`src/rtl/updown_count_sequencer.sv`:
```
// updown_count_sequencer: command-driven up/down/bounce counter sequencer.
// A host hands over one run at a time (mode, terminal count, pass count) over a
// valid/ready handshake. The controller steps the counter once per clock, and
// emits a one-cycle done pulse after the final value. Pause holds a run and
// abort cancels it.
module updown_count_sequencer #(
   parameter int WIDTH  = 4,
   parameter int PASS_W = 4
) (
   input  logic              clk,
   input  logic              rst,
   input  logic              cmd_valid,
   output logic              cmd_ready,
   input  logic [1:0]        cmd_mode,
   input  logic [WIDTH-1:0]  cmd_limit,
   input  logic [PASS_W-1:0] cmd_passes,
   input  logic              pause,
   input  logic              abort,
   output logic [WIDTH-1:0]  cont,
   output logic              dir,
   output logic              busy,
   output logic              done,
   output logic              err
);

   typedef enum logic [1:0] {
      IDLE   = 2'd0,
      RUN    = 2'd1,
      FINISH = 2'd2
   } state_t;

   localparam logic [1:0] MODE_UP   = 2'b00;
   localparam logic [1:0] MODE_DOWN = 2'b01;
   localparam logic [1:0] MODE_RSVD = 2'b11;

   state_t              state, state_next;
   logic [WIDTH-1:0]    cont_next;
   logic                dir_next;
   logic                err_next;
   logic [PASS_W-1:0]   pass_cnt, pass_cnt_next;
   logic [1:0]          mode, mode_next;
   logic [WIDTH-1:0]    limit, limit_next;
   logic [PASS_W-1:0]   passes, passes_next;
   logic                last_pass;

   // The pass counter counts completed passes, so the final pass is passes-1.
   assign last_pass = (pass_cnt == passes - PASS_W'(1));

   assign cmd_ready = (state == IDLE);
   assign busy      = (state == RUN);
   assign done      = (state == FINISH);

   // State, counter and latched command registers with asynchronous reset.
   always_ff @(posedge clk or posedge rst) begin
      if (rst) begin
         state    <= IDLE;
         cont     <= '0;
         dir      <= 1'b0;
         err      <= 1'b0;
         pass_cnt <= '0;
         mode     <= '0;
         limit    <= '0;
         passes   <= '0;
      end else begin
         state    <= state_next;
         cont     <= cont_next;
         dir      <= dir_next;
         err      <= err_next;
         pass_cnt <= pass_cnt_next;
         mode     <= mode_next;
         limit    <= limit_next;
         passes   <= passes_next;
      end
   end

   // Next-state and counter stepping: accept/reject in IDLE, one step per RUN cycle.
   always_comb begin
      state_next    = state;
      cont_next     = cont;
      dir_next      = dir;
      err_next      = 1'b0;
      pass_cnt_next = pass_cnt;
      mode_next     = mode;
      limit_next    = limit;
      passes_next   = passes;

      case (state)
         IDLE: begin
            if (cmd_valid) begin
               if (cmd_mode == MODE_RSVD || cmd_limit == '0 || cmd_passes == '0) begin
                  err_next = 1'b1;
               end else begin
                  mode_next     = cmd_mode;
                  limit_next    = cmd_limit;
                  passes_next   = cmd_passes;
                  pass_cnt_next = '0;
                  state_next    = RUN;
                  if (cmd_mode == MODE_DOWN) begin
                     cont_next = cmd_limit;
                     dir_next  = 1'b1;
                  end else begin
                     cont_next = '0;
                     dir_next  = 1'b0;
                  end
               end
            end
         end

         RUN: begin
            if (abort) begin
               // Abort wins over pause and over end-of-run detection.
               state_next = IDLE;
               cont_next  = '0;
               dir_next   = 1'b0;
            end else if (!pause) begin
               case (mode)
                  MODE_UP: begin
                     if (cont == limit) begin
                        if (last_pass) begin
                           state_next = FINISH;
                        end else begin
                           cont_next     = '0;
                           pass_cnt_next = pass_cnt + PASS_W'(1);
                        end
                     end else begin
                        cont_next = cont + WIDTH'(1);
                     end
                  end
                  MODE_DOWN: begin
                     if (cont == '0) begin
                        if (last_pass) begin
                           state_next = FINISH;
                        end else begin
                           cont_next     = limit;
                           pass_cnt_next = pass_cnt + PASS_W'(1);
                        end
                     end else begin
                        cont_next = cont - WIDTH'(1);
                     end
                  end
                  default: begin
                     // Bounce: turn at the limit without dwelling there; a pass
                     // ends on reaching 0 while counting down.
                     if (!dir) begin
                        if (cont == limit) begin
                           dir_next  = 1'b1;
                           cont_next = limit - WIDTH'(1);
                        end else begin
                           cont_next = cont + WIDTH'(1);
                        end
                     end else begin
                        if (cont == '0) begin
                           if (last_pass) begin
                              state_next = FINISH;
                           end else begin
                              dir_next      = 1'b0;
                              cont_next     = WIDTH'(1);
                              pass_cnt_next = pass_cnt + PASS_W'(1);
                           end
                        end else begin
                           cont_next = cont - WIDTH'(1);
                        end
                     end
                  end
               endcase
            end
         end

         FINISH: begin
            state_next = IDLE;
         end

         default: begin
            state_next = IDLE;
         end
      endcase
   end

endmodule

```
`config.mk`:
```
export PLATFORM = sky130hd
export DESIGN_NAME = updown_count_sequencer
export DESIGN_NICKNAME = d
export VERILOG_FILES = /design/src/rtl/updown_count_sequencer.sv
export SDC_FILE = /design/constraint.sdc
export NUM_CORES = 1
export LEC_CHECK = 0
export CORE_MARGIN = 1
export CORE_UTILIZATION = 35
export DETAILED_ROUTE_END_ITERATION = 12
export PLACE_DENSITY = 0.57
export SYNTH_ARGS = -nofsm -noshare
export SYNTH_HDL_FRONTEND = slang
export SYNTH_SLANG_ARGS = --single-unit
```
`constraint.sdc`:
```
create_clock -name clk -period 2.75 [get_ports clk]
set_clock_uncertainty 0.2 [all_clocks]
set_input_delay 0.55 -clock clk [delete_from_list [all_inputs] [get_ports clk]]
set_output_delay 0.55 -clock clk [all_outputs]
set_load 0.005 [all_outputs]
```
==> results.py, run 1 <==
metrics = {
    "synth": {
        "synth_seq_area_share": 0.353,
        "synth_cells": 156,
        "ys_ff_latch": 22,
        "synth-main-ff-cell": "dfrtp_1",
        "avgSynthCellArea_um2": 10.0,
        "synth_edf_count": 0,
        "synth_cell_type_count": 41,
        "syn_nets": 177,
        "synth_area_um2": 1560,
        "async_flop_share": 1.00,
        "yosys_warnings": 0,
    },
    "sta": {
        "fmax_mhz": 382,
        "period_minus_slack_ns": 2.62,
        "hold_viol_final": 0,
        "rsz0062_at_grt": "false",
        "period_share": 0.951,
        "slew-limit-headroom": 0.747,
        "tightestPinTransition_ns": 0.370,
        "totalNegativeSetupSlack_ns": 0,
        "slew_viol_final": 0,
        "finalSetupViolCount": 0,
    },
    "grt": {
        "met3_usage": 0.0263,
        "grt_pass1_wl_mm": 6.01,
        "grt-ovfl-total": 0,
        "use_met1": 0.238,
        "antenna_found_initial": 0,
        "top_usage_layer": "met2",
        "grt_pass1_vias": 1262,
        "use_met2": 0.278,
        "grt.total_usage": 0.175,
        "grt_max_degree": 23,
    },
    "layout": {
        "area_growth_pct": 27.6,
        "final_common_cell": "clkdlybuf4s50_1",
        "final_cell_mix": "clkdlybuf4s50_1 (23), dfrtp_1 (22), mux2_2 (18)",
        "antenna_cells": 0,
        "drive_above_1_share": 0.219,
        "finalInstanceArea_um2": 1990,
        "design.final.nets": 214,
        "stdcell_count": 242,
    },
    "place": {
        "placed_cells_incl_taps": 238,
        "place_area_um2": 1930,
        "gp_congestion": 0.900,
        "io_buffer_count": 23,
        "dp_hpwl_mm": 2.82,
    },
    "worst_setup_path": {
        "required_ns": 2.75,
        "crit_path_start_kind": "flop",
        "r2r-start": "cont[0]$_DFFE_PP0P_",
        "regToRegSetupSlack_ns": 0.13,
        "worst_setup_path_end_kind": "flop",
        "worst-r2r-cell-count": 7,
        "cp_max_fo": 5,
        "arrival_ns": 2.62,
        "worst-setup-path-type": "flop to flop",
        "reg2reg_to": "pass_cnt[3]$_DFFE_PP0P_",
    },
    "hold_path": {
        "holdPathStages": 1,
        "holdCritStartpoint": "passes[3]$_DFFE_PP0P_",
        "hold-path-endpoint": "passes[3]$_DFFE_PP0P_",
        "hp-class": "flop to flop",
    },
    "clock_network": {
        "cts_tree": "yes",
        "cts_made_buffers": 3,
        "clock_latency_ns": 0.27,
        "clockRootBuffer": "clkbuf_8",
        "cts.path.max_buffers": 2,
        "clkTransAtPathRegs_ns": 0.09,
        "cts_setup_buffers": 0,
        "cts_max_level": 1,
        "clock-sinks": 22,
    },
    "floorplanning": {
        "coreArea_um2": 4140,
        "boundaryPins": 24,
        "rows": 23,
        "dieHeight_um": 68.8,
        "initial_core_util": 0.377,
        "design.die.area_um2": 4730,
        "die_w_um": 68.8,
    },
    "drt": {
        "ant_nets": 0,
        "dr.pass1.iters": 4,
        "vias_per_cell": 5.39,
        "drc": 0,
        "wl_per_cell_um": 14.9,
        "drt_iter0_drc": 68,
        "vias": 1304,
        "routed_wl_mm": 3.60,
    },
    "power": {
        "ir_drop_mv": 0.390,
        "powerDensity_nw_per_um2": 1110,
        "leakagePower_nw": 0.847,
    },
    "job": {
        "max_cap_viol_count": 0,
    },
    "outcome": {
        "outcome": "finished, final reports clean",
    },
}
Yosys cell counts, types with 2 or more instances:
master,instances,area (um^2)
clkbuf_1,2,7.51
dfrtp_1,22,551
mux2_2,18,203
a21oi_1,2,10.0
o311ai_0,2,17.5
xnor2_1,8,70.1
nor4_1,3,18.8
nand2_1,11,41.3
nor2_1,7,26.3
inv_1,11,41.3
o211ai_1,4,30.0
nand3_1,4,20.0
buf_4,2,15.0
o21ai_0,9,45.0
xor2_1,7,61.3
a32o_1,2,20.0
mux2i_1,4,40.0
nor3_1,4,20.0
clkbuf_8,2,27.5
ha_1,6,75.1
nand2b_1,4,25.0
o221ai_1,3,26.3
layer usage:
layer | vias to the layer above | part of all wire
met3 | 6 | 0.040
met2 | 37 | 0.45
met5 | - | 0
li1 | 641 | -
met4 | 0 | 0.016
met1 | 620 | 0.49
sequential cells by signal (all words and copies together), names as in the netlist:
signal	cells
dir	1
pass_cnt	4
state	2
limit	4
err	1
mode	2
passes	4
cont	4
stage by stage:
step	power, mW	hold slack [ns]	setup slack [ns]	utilization
2_1_floorplan	1.53	0.299	0.0350	-
3_3_place_gp	1.93	0.319	0.0432	0.466
3_5_place_dp	1.94	0.320	-0.0100	0.466
4_1_cts	2.19	0.340	0.0273	0.479
5_1_grt	2.39	0.351	0.0158	0.481
6_report	2.20	0.337	0.135	0.481
power breakdown:
group | switching (mW) | internal, mW | leakage (nW)
registers | 0.160 | 0.448 | 0.278
clock network | 0.112 | 0.128 | 0.0288
logic | 0.637 | 0.721 | 0.540
critical path: stages (launching register included):
cell	delay, ns
dfrtp_1	0.39
inv_1	0.10
ha_1	0.20
or3b_4	0.43
o2bb2ai_2	0.17
or4b_4	0.49
or4_1	0.48
nand3_1	0.09
final cells by class:
cell class	instances	area [um^2]
well taps	50	62.6
fillers	404	2150
repair buffers	38	355
inverters	11	41.3
multi-input cells	117	928
clock buffers	4	55.1
flip-flops and latches	22	551
cell families (layout without fill, tap and decap cells):
group,count (synthesis),count (layout),synth area share
adder cells (fa/ha/maj),6,6,0.0481
flip-flops,22,22,0.353
XOR/XNOR,15,15,0.0841
multiplexers,22,22,0.155
AO/OA/AOI/OAI,32,32,0.149
AND/OR/NAND/NOR,42,42,0.152
buffers and inverters,17,53,0.0585
how the worst max path moves through the flow:
stage                        start                 endpoint  slack [ns]  cells past startpoint
2_1_floorplan  cont[0]$_DFFE_PP0P_  pass_cnt[3]$_DFFE_PP0P_        0.04                      7
3_3_place_gp          cmd_limit[3]      cont[2]$_DFFE_PP0P_        0.04                      7
3_5_place_dp          cmd_limit[3]      cont[2]$_DFFE_PP0P_       -0.01                      7
4_1_cts        cont[0]$_DFFE_PP0P_  pass_cnt[3]$_DFFE_PP0P_        0.03                      7
5_1_grt        cont[0]$_DFFE_PP0P_  pass_cnt[3]$_DFFE_PP0P_        0.02                      7
6_report       cont[0]$_DFFE_PP0P_  pass_cnt[3]$_DFFE_PP0P_        0.13                      7
what timing repair did:
item,CTS,global route
gates resized for setup,0,2
hold buffers,0,0
setup endpoints to repair,0,5
Note: power is estimated with default switching activity, not from simulation.
==> run 2, diff against run 1 <==
- CTS_BUF_LIST: unset -> sky130_fd_sc_hd__clkbuf_16
- TNS_END_PERCENT: unset -> 20
==> results.py, run 2 (synthesized netlist as in run 1, its figures left out) <==
metrics = {
    "outcome": {
        "outcome": "finished, final reports clean",
    },
    "power": {
        "seqPwrFrac": 0.266,
        "ir_drop_mv": 0.392,
        "leakagePower_nw": 0.856,
        "powerDensity_nw_per_um2": 1140,
        "switching_share": 0.406,
        "p_int_mw": 1.36,
        "clockPowerShare": 0.139,
        "pwr-share-comb": 0.595,
        "p_sw_uw": 932,
    },
    "layout": {
        "post-route-util": 0.487,
        "fillers": 400,
        "area_growth_pct": 29.2,
        "final_common_cell": "clkdlybuf4s50_1",
        "final_cell_mix": "clkdlybuf4s50_1 (23), dfrtp_1 (22), mux2_2 (18)",
        "drive_above_1_share": 0.214,
        "antenna_cells": 0,
        "design.final.nets": 214,
    },
    "sta": {
        "slew-limit-headroom": 0.746,
        "holdWs_ns": 0.332,
        "tightestPinTransition_ns": 0.371,
        "hold_viol_final": 0,
        "fmax_mhz": 384,
        "period_share": 0.947,
        "rsz0062_at_grt": "false",
        "slew_viol_final": 0,
        "totalNegativeSetupSlack_ns": 0,
        "finalSetupViolCount": 0,
        "period_minus_slack_ns": 2.60,
    },
    "place": {
        "gp_congestion": 0.900,
        "io_buffer_count": 23,
        "dp_hpwl_mm": 2.82,
    },
    "worst_setup_path": {
        "reg2reg_to": "pass_cnt[3]$_DFFE_PP0P_",
        "worst-r2r-cell-count": 7,
        "worst-setup-path-type": "flop to flop",
        "regToRegSetupSlack_ns": 0.15,
        "critPathMaxStageDelay_ns": 0.49,
        "required_ns": 2.75,
        "cp_slowest_cell": "or4b_4",
        "crit_path_start_kind": "flop",
        "crit_chain": "inv_1, ha_1, or3b_4, o2bb2ai_2, or4b_4, or4_1, nand3_1",
        "arrival_ns": 2.60,
        "cp_max_fo": 5,
        "worst_setup_path_end_kind": "flop",
        "r2r-start": "cont[0]$_DFFE_PP0P_",
    },
    "clock_network": {
        "clock_latency_ns": 0.26,
        "clock-sinks": 22,
        "cts_max_level": 1,
        "cts_tree": "yes",
        "cts_setup_buffers": 0,
        "cts_made_buffers": 3,
        "clockRootBuffer": "clkbuf_16",
        "clkTransAtPathRegs_ns": 0.06,
        "cts.path.max_buffers": 2,
    },
    "hold_path": {
        "hold-path-endpoint": "passes[3]$_DFFE_PP0P_",
        "holdCritStartpoint": "passes[3]$_DFFE_PP0P_",
        "hp-class": "flop to flop",
        "holdPathStages": 1,
    },
    "floorplanning": {
        "design.die.area_um2": 4730,
        "coreArea_um2": 4140,
        "rows": 23,
        "dieHeight_um": 68.8,
        "die_w_um": 68.8,
        "boundaryPins": 24,
        "initial_core_util": 0.377,
    },
    "grt": {
        "grt_pass1_vias": 1266,
        "grt.total_usage": 0.177,
        "grt_pass1_wl_mm": 6.04,
        "antenna_found_initial": 0,
        "grt_max_degree": 23,
        "grt-ovfl-total": 0,
    },
    "drt": {
        "routed_wl_mm": 3.68,
        "drc": 0,
        "vias": 1321,
        "vias_per_cell": 5.46,
        "drt_iter0_drc": 74,
        "dr.pass1.iters": 4,
        "ant_nets": 0,
        "wl_per_cell_um": 15.2,
    },
    "job": {
        "max_cap_viol_count": 0,
    },
}
==> run 2: worst max-delay path by stage <==
stage / slack, ns / start / end / depth (start not counted)
finish: 0.15 / cont[0]$_DFFE_PP0P_ / pass_cnt[3]$_DFFE_PP0P_ / 7
global route: 0.03 / cont[0]$_DFFE_PP0P_ / pass_cnt[3]$_DFFE_PP0P_ / 7
CTS: 0.03 / cont[0]$_DFFE_PP0P_ / pass_cnt[3]$_DFFE_PP0P_ / 7
detailed placement: -0.01 / cmd_limit[3] / cont[2]$_DFFE_PP0P_ / 7
global placement: 0.04 / cmd_limit[3] / cont[2]$_DFFE_PP0P_ / 7
floorplan: 0.04 / cont[0]$_DFFE_PP0P_ / pass_cnt[3]$_DFFE_PP0P_ / 7
==> run 2: power by group through the flow <==
stage,clock network [mW],logic [mW],registers [mW]
2_1_floorplan,0,0.967,0.562
3_3_place_gp,0,1.32,0.614
3_5_place_dp,0,1.32,0.613
4_1_cts,0.326,1.34,0.607
5_1_grt,0.335,1.50,0.634
6_report,0.320,1.37,0.610
==> run 2: cell type report <==
| class | count | area [um^2] | area share |
|---|---|---|---|
| clock inverters | 1 | 3.75 | 0.00186 |
| flip-flops and latches | 22 | 551 | 0.273 |
| well taps | 50 | 62.6 | 0.0310 |
| inverters | 11 | 41.3 | 0.0205 |
| clock buffers | 3 | 75.1 | 0.0372 |
| multi-input cells | 117 | 928 | 0.460 |
| repair buffers | 38 | 355 | 0.176 |
==> run 2: per-layer routing <==
| metal | share of wire | vias to the layer above | global-route usage |
|---|---|---|---|
| met5 | 0 | - | 0 |
| met4 | 0.018 | 0 | 0.0740 |
| met2 | 0.45 | 36 | 0.276 |
| li1 | - | 642 | - |
| met1 | 0.50 | 635 | 0.240 |
| met3 | 0.032 | 8 | 0.0313 |
==> run 2: worst max-delay path: cells and delay by family (launching register included) <==
kind                       cells  cell delay [ns]
adders and majority gates      1             0.20
buffers and inverters          1             0.10
and+or+nand+nor                4             1.48
DFF                            1             0.38
AOI/OAI and AO/OA              1             0.17
==> run 2: stage by stage <==
stage / total power, mW / worst slack, ns / instances / instance area [um^2]
global route: 2.46 / 0.0251 / 242 / 2020
floorplan: 1.53 / 0.0350 / 156 / 1560
global placement: 1.93 / 0.0432 / 238 / 1930
detailed placement: 1.94 / -0.0100 / 238 / 1930
finish: 2.30 / 0.146 / 242 / 2020
CTS: 2.27 / 0.0334 / 242 / 2010
==> run 2: timing repair <==
action                     4_1_cts  5_1_grt
setup endpoints to repair        0        3
resized for setup                0        2
hold buffers                     0        0
==> edit 1 (settings of run 1) <==
The output `err` loses its register stage (`err` becomes a continuous assignment).
--- a/src/rtl/updown_count_sequencer.sv
+++ b/src/rtl/updown_count_sequencer.sv
@@ -57,5 +57,4 @@
          cont     <= '0;
          dir      <= 1'b0;
-         err      <= 1'b0;
          pass_cnt <= '0;
          mode     <= '0;
@@ -66,5 +65,4 @@
          cont     <= cont_next;
          dir      <= dir_next;
-         err      <= err_next;
          pass_cnt <= pass_cnt_next;
          mode     <= mode_next;
@@ -73,4 +71,6 @@
       end
    end
+
+   assign err = err_next;
 
    // Next-state and counter stepping: accept/reject in IDLE, one step per RUN cycle.
Behaviour: not the same (a bounded check fails within 4 cycles, from zero or initial values and one cycle with rst high).
==> edit 1 against run 1 <==
Critical path type is now primary input to output pin. Routed wire length grew 8.4%. Area after synthesis grew 7.1%. Synthesized cell count rose by 9.6%. Maximum frequency fell by 0.17%. Final area is 6.5% higher. The run now ends with design-rule violations left. Power shrank 17%. Worst setup slack lost 0.0046 ns. Combinational power shrank 22%. Sequential cell count fell by 1. Highest routed layer unchanged.
==> edit 1: results (changes against run 1) <==
- Placer Congestion: 0.879 (-2.3%)
- Synthesized Nets: 192 (+8.5%)
- Worst Hold End: passes[3]
- Antenna violations before repair: 0 (unchanged)
- Synth cell count leaders: dfrtp_1, inv_1, mux2_2, nor2_1, nand2_1
- Share of layout cells above drive strength 1: 0.246 (+0.0277)
- IO buf count: 23 (unchanged)
- Ant diodes: 0 (unchanged)
- YS warnings: 0 (unchanged)
- Initial drt markers: 69 (+1.5%)
- # Post-CTS Setup Buffers: 0 (unchanged)
- Clock Latency Late Sink: 0.26 ns
- Largest net degree at the start of global routing: 22 (-4.3%)
- GRT Overall Usage: 0.164 (-0.0108)
- Synth area leaders: dfrtp_1, mux2_2, xnor2_1
- Global-route wire length before repair: 6540 um (+8.9%)
- Fill cell count: 422 (+4.5%)
- Outcome: complete, but fails checks
- Dpl cell area: 2050 um^2 (+6.4%)
- TritonCTS Buffers: 3 (unchanged)
- Hold path start: passes[3]
- Worst slew pin tran: 0.430 ns (+0.0602 ns)
- TritonRoute pass-1 iters: 8 (+4)
- Clk slew on worst S/H paths: 0.08 ns
- Reg2reg path depth: 8 (+1)
- Cell leakage power: 0.951 nW (+12%)
- Via density per instance: 5.31 (-1.5%)
- Final nets: 233 (+8.9%)
- Wire length per cell: 14.8 um (-0.28%)
- Drc violations: 4 (+4)
- CP top delay family: buffers and inverters
- Slowest CP cell: clkdlybuf4s50_1
- Internal: 1.07 mW (-18%)
- Vias in the first global route: 1393 (+10%)
- Register area share after synthesis: 0.314 (-0.0384)
- Largest stage delay, worst path: 0.44 ns (-0.05 ns)
- RR Endpoint: cont[1]
- Failing checks: design-rule violations
- Root Buffer: clkbuf_8
- HP Class: register to register
- Worst-path maximum fanout: 2 (-3)
- CTS HTree Levels: 1 (unchanged)
- Maximum VDD drop: 0.345 mV (-12%)
- Hold buffers post-CTS: 0 (unchanged)
- Synth cell types: 50 (+22%)
- R2r setup slk: 0.32 ns (+0.19 ns)
- Clock buffer depth: 2 (unchanged)
- RR Startpoint: cont[1]
- Async SR Flop Fraction: 1.00 (unchanged)
- Worst Path Arrival: 1.87 ns (-0.75 ns)
- Post-CTS resize count: 4 (+4)
- Post-detail-place hpwl: 3090 um (+9.6%)
- Hold depth: 1 (unchanged)
- Crit path from: cmd_limit[0]
==> edit 1: worst register-to-register path, stage by stage (launching register included) <==
cell,delay [ns]
dfrtp_1,0.42
buf_4,0.17
xor2_1,0.18
nor4_4,0.45
buf_4,0.23
nor3_1,0.05
a211oi_1,0.21
o21ai_0,0.14
mux2_4,0.28
==> edit 1: cell type report <==
| cell class | count | area, um^2 | share of cell area |
|---|---|---|---|
| well taps | 52 | 65.1 | 0.0307 |
| repair buffers | 43 | 379 | 0.179 |
| inverters | 13 | 48.8 | 0.0230 |
| clock inverters | 1 | 7.51 | 0.00354 |
| multi-input cells | 130 | 1050 | 0.497 |
| clock buffers | 3 | 41.3 | 0.0195 |
| flip-flops and latches | 21 | 526 | 0.248 |
==> edit 1: how the worst max path moves through the flow <==
stage / cells after the start / slack, ns / to
after floorplan: 9 / 0.31 / cont[0]
after global routing: 6 / 0.05 / err
final: 6 / 0.13 / err
after global placement: 5 / -0.28 / err
after detailed placement: 5 / -0.29 / err
after CTS: 6 / 0.12 / err
==> edit 1: cells by family after synthesis <==
group                    after synthesis  synth area share
flip-flops                            21             0.314
multiplexers                          22             0.153
adder cells (fa/ha/maj)                6            0.0449
AND/OR/NAND/NOR                       55             0.190
buffers and inverters                 20            0.0681
AO/OA/AOI/OAI                         32             0.147
XOR/XNOR                              15            0.0830
==> edit 1: metrics by stage <==
step / std cells / utilization / total power, mW / hold WS, ns / setup slack (ns)
after floorplan: 171 / - / 1.32 / 0.301 / 0.306
after global placement: 259 / 0.459 / 1.61 / 0.315 / -0.279
after detailed placement: 259 / 0.459 / 1.63 / 0.315 / -0.289
after CTS: 263 / 0.474 / 1.85 / 0.334 / 0.124
after global routing: 263 / 0.474 / 1.98 / 0.364 / 0.0493
final: 263 / 0.474 / 1.84 / 0.334 / 0.130
==> edit 1: power groups by stage <==
stage	registers (mW)	clock network, mW	logic [mW]
floorplan	0.509	0	0.809
global placement	0.573	0	1.03
detailed placement	0.576	0	1.05
CTS	0.570	0.218	1.06
global route	0.588	0.230	1.16
finish	0.568	0.213	1.06
==> edit 1: per-layer routing <==
| metal | track usage | vias to the layer above | share of wire |
|---|---|---|---|
| li1 | - | 685 | - |
| met5 | 0 | - | 0 |
| met1 | 0.212 | 668 | 0.43 |
| met3 | 0.0185 | 2 | 0.043 |
| met2 | 0.293 | 41 | 0.52 |
| met4 | 0.0400 | 0 | 0.0049 |
==> edit 2 (config.mk and constraints of run 1) <==
Made on the original files. Change the parameter `PASS_W` from 4 to 6.
--- a/src/rtl/updown_count_sequencer.sv
+++ b/src/rtl/updown_count_sequencer.sv
@@ -6,5 +6,5 @@
 module updown_count_sequencer #(
    parameter int WIDTH  = 4,
-   parameter int PASS_W = 4
+   parameter int PASS_W = 6
 ) (
    input  logic              clk,
Ports: changed (resized cmd_passes); port bits go from 24 to 26. No check against the original RTL was run, so the function may have changed too.
==> edit 2 against run 1 <==
Final area up 22%. Power down 22%. Sequential cell count up 4. Combinational power down 36%. Worst hold slack better by 0.0031 ns. Worst setup slack better by 0.036 ns. Synthesized cell count up 35%. Routed wire length up 26%. Area after synthesis up 26%. Sequential power down 2%. Core utilization down 1.8 points.
==> edit 2: results (changes against run 1) <==
- Outcome: completed
- Met3 WL: 198 um (+38%)
- Fill cell count: 515 (+27%)
- # Post-CTS Setup Buffers: 0 (unchanged)
- Initial drt markers: 155 (+130%)
- Commonest register cell after synthesis: dfrtp_1
- Largest stage delay, worst path: 0.58 ns (+0.09 ns)
- IO buf count: 25 (+8.7%)
- Root Buffer: clkbuf_8
- Synthesized Nets: 234 (+32%)
- Synth cell types: 52 (+27%)
- Placer Congestion: 0.836 (-7.0%)
- Wire length per cell: 14.2 um (-4.3%)
- Largest net degree at the start of global routing: 27 (+17%)
- Synth cell count leaders: dfrtp_1, nand2_1, inv_1, mux2_2
- Register area share after synthesis: 0.331 (-0.0220)
- Placed cells: 315 (+32%)
- Slowest CP cell: or4_1
- CTS HTree Levels: 1 (unchanged)
- Worst-path maximum fanout: 4 (-1)
- Vias: 1655 (+27%)
- CP top delay family: compound AO/OA/AOI/OAI gates
- Post-detail-place hpwl: 3420 um (+21%)
- TritonCTS Buffers: 3 (unchanged)
- Clk slew on worst S/H paths: 0.10 ns
- Dpl cell area: 2380 um^2 (+23%)
- Met1 Routed Length: 2450 um (+39%)
- Worst slew pin tran: 0.734 ns (+0.365 ns)
- HP Class: register to register
- Antenna violations before repair: 0 (unchanged)
- Cell leakage power: 1.08 nW (+28%)
- Maximum VDD drop: 0.215 mV (-45%)
- YS warnings: 0 (unchanged)
- Share of layout cells above drive strength 1: 0.189 (-0.0300)
- Synth area leaders: dfrtp_1, mux2_2, xor2_1
- Post-CTS resize count: 0 (unchanged)
- TritonRoute pass-1 iters: 4 (unchanged)
- Async SR Flop Fraction: 1.00 (unchanged)
- Syn_area_per_cell: 9.33 um^2 (-6.8%)
- Top sig layer: met4
- Via density per instance: 5.19 (-3.7%)
- Global-route wire length before repair: 7850 um (+31%)
- Ant diodes: 0 (unchanged)
- Final nets: 273 (+28%)
- Final core utilization: 0.462 (-0.0185)
- Vias in the first global route: 1610 (+28%)
- Largest regs: pass_cnt (6), passes (6)
- Clock buffer depth: 2 (unchanged)
- Clock Latency Late Sink: 0.27 ns (about the same)
- GRT Overall Usage: 0.164 (-0.0111)
- Worst Path Arrival: 2.54 ns (-0.08 ns)
- Met2 routed WL: 1870 um (+15%)
[edit 2: changes by cell type in the layout (fill, tap and decap cells not counted), sizes merged, moves of 3 or more]
cell and change:
xnor2 -5, dfrtp +4, nor3 +7, a31oi +3, nor4 -3, nor2b +3
nand2b +6, o221ai -3, nor2 +3, xor2 +3, o211ai -3, a211oi +3
a21oi +7, nand2 +12
[edit 2: final timing paths]
path / from / end / slack (ns) / cells past startpoint
setup / recovery: cmd_passes[1] / cont[2] / 0.17 / 7
hold / removal: passes[5] / passes[5] / 0.34 / 1
setup reg to reg: cont[1] / pass_cnt[2] / 0.30 / 8
hold reg to reg: passes[5] / passes[5] / 0.34 / 1
max in group asynchronous: rst / cont[1] / 1.67 / 3
min in group asynchronous: rst / err / 0.42 / 3
[edit 2: area by class of cell]
cell class | instances | share of cell area
Clock buffer | 4 | 0.0226
Tap cell | 70 | 0.0359
Sequential cell | 26 | 0.267
Timing Repair Buffer | 42 | 0.155
Multi-Input combinational cell | 164 | 0.499
Inverter | 13 | 0.0200
[edit 2: cell families (layout without fill, tap and decap cells)]
| group | count (synthesis) | in the layout | synth area share |
|---|---|---|---|
| adders and majority gates | 6 | 6 | 0.0381 |
| xor gates and xnor gates | 13 | 13 | 0.0579 |
| DFF | 26 | 26 | 0.331 |
| buffers and inverters | 21 | 59 | 0.0509 |
| AOI/OAI and AO/OA | 43 | 43 | 0.163 |
| and+or+nand+nor | 80 | 80 | 0.237 |
| muxes | 22 | 22 | 0.123 |
[edit 2: worst reg2reg max path: stages, from the launching register on]
cell and delay [ns]:
dfrtp_1 0.49, inv_1 0.12, ha_1 0.20, nor3b_4 0.23, nand2_2 0.10, a2bb2oi_2 0.17
a211oi_2 0.43, a21oi_1 0.13, a211o_1 0.28
[edit 2: routing by layer]
metal  track usage  up-vias
li1              -      843
met1         0.262      761
met2         0.233       49
met3        0.0179        2
met4        0.0340        0
met5             0        -
[edit 2: power breakdown]
| group | switching, mW | internal [mW] |
|---|---|---|
| sequential | 0.129 | 0.463 |
| combinational | 0.434 | 0.431 |
| clock | 0.132 | 0.128 |
[edit 2: metrics by stage]
step / hold WS, ns / total power, mW / setup slack [ns]
floorplan: 0.301 / 1.18 / 0.345
global placement: 0.318 / 1.45 / -0.0946
detailed placement: 0.322 / 1.46 / -0.118
CTS: 0.346 / 1.73 / 0.170
global route: 0.365 / 1.86 / 0.110
finish: 0.341 / 1.72 / 0.170
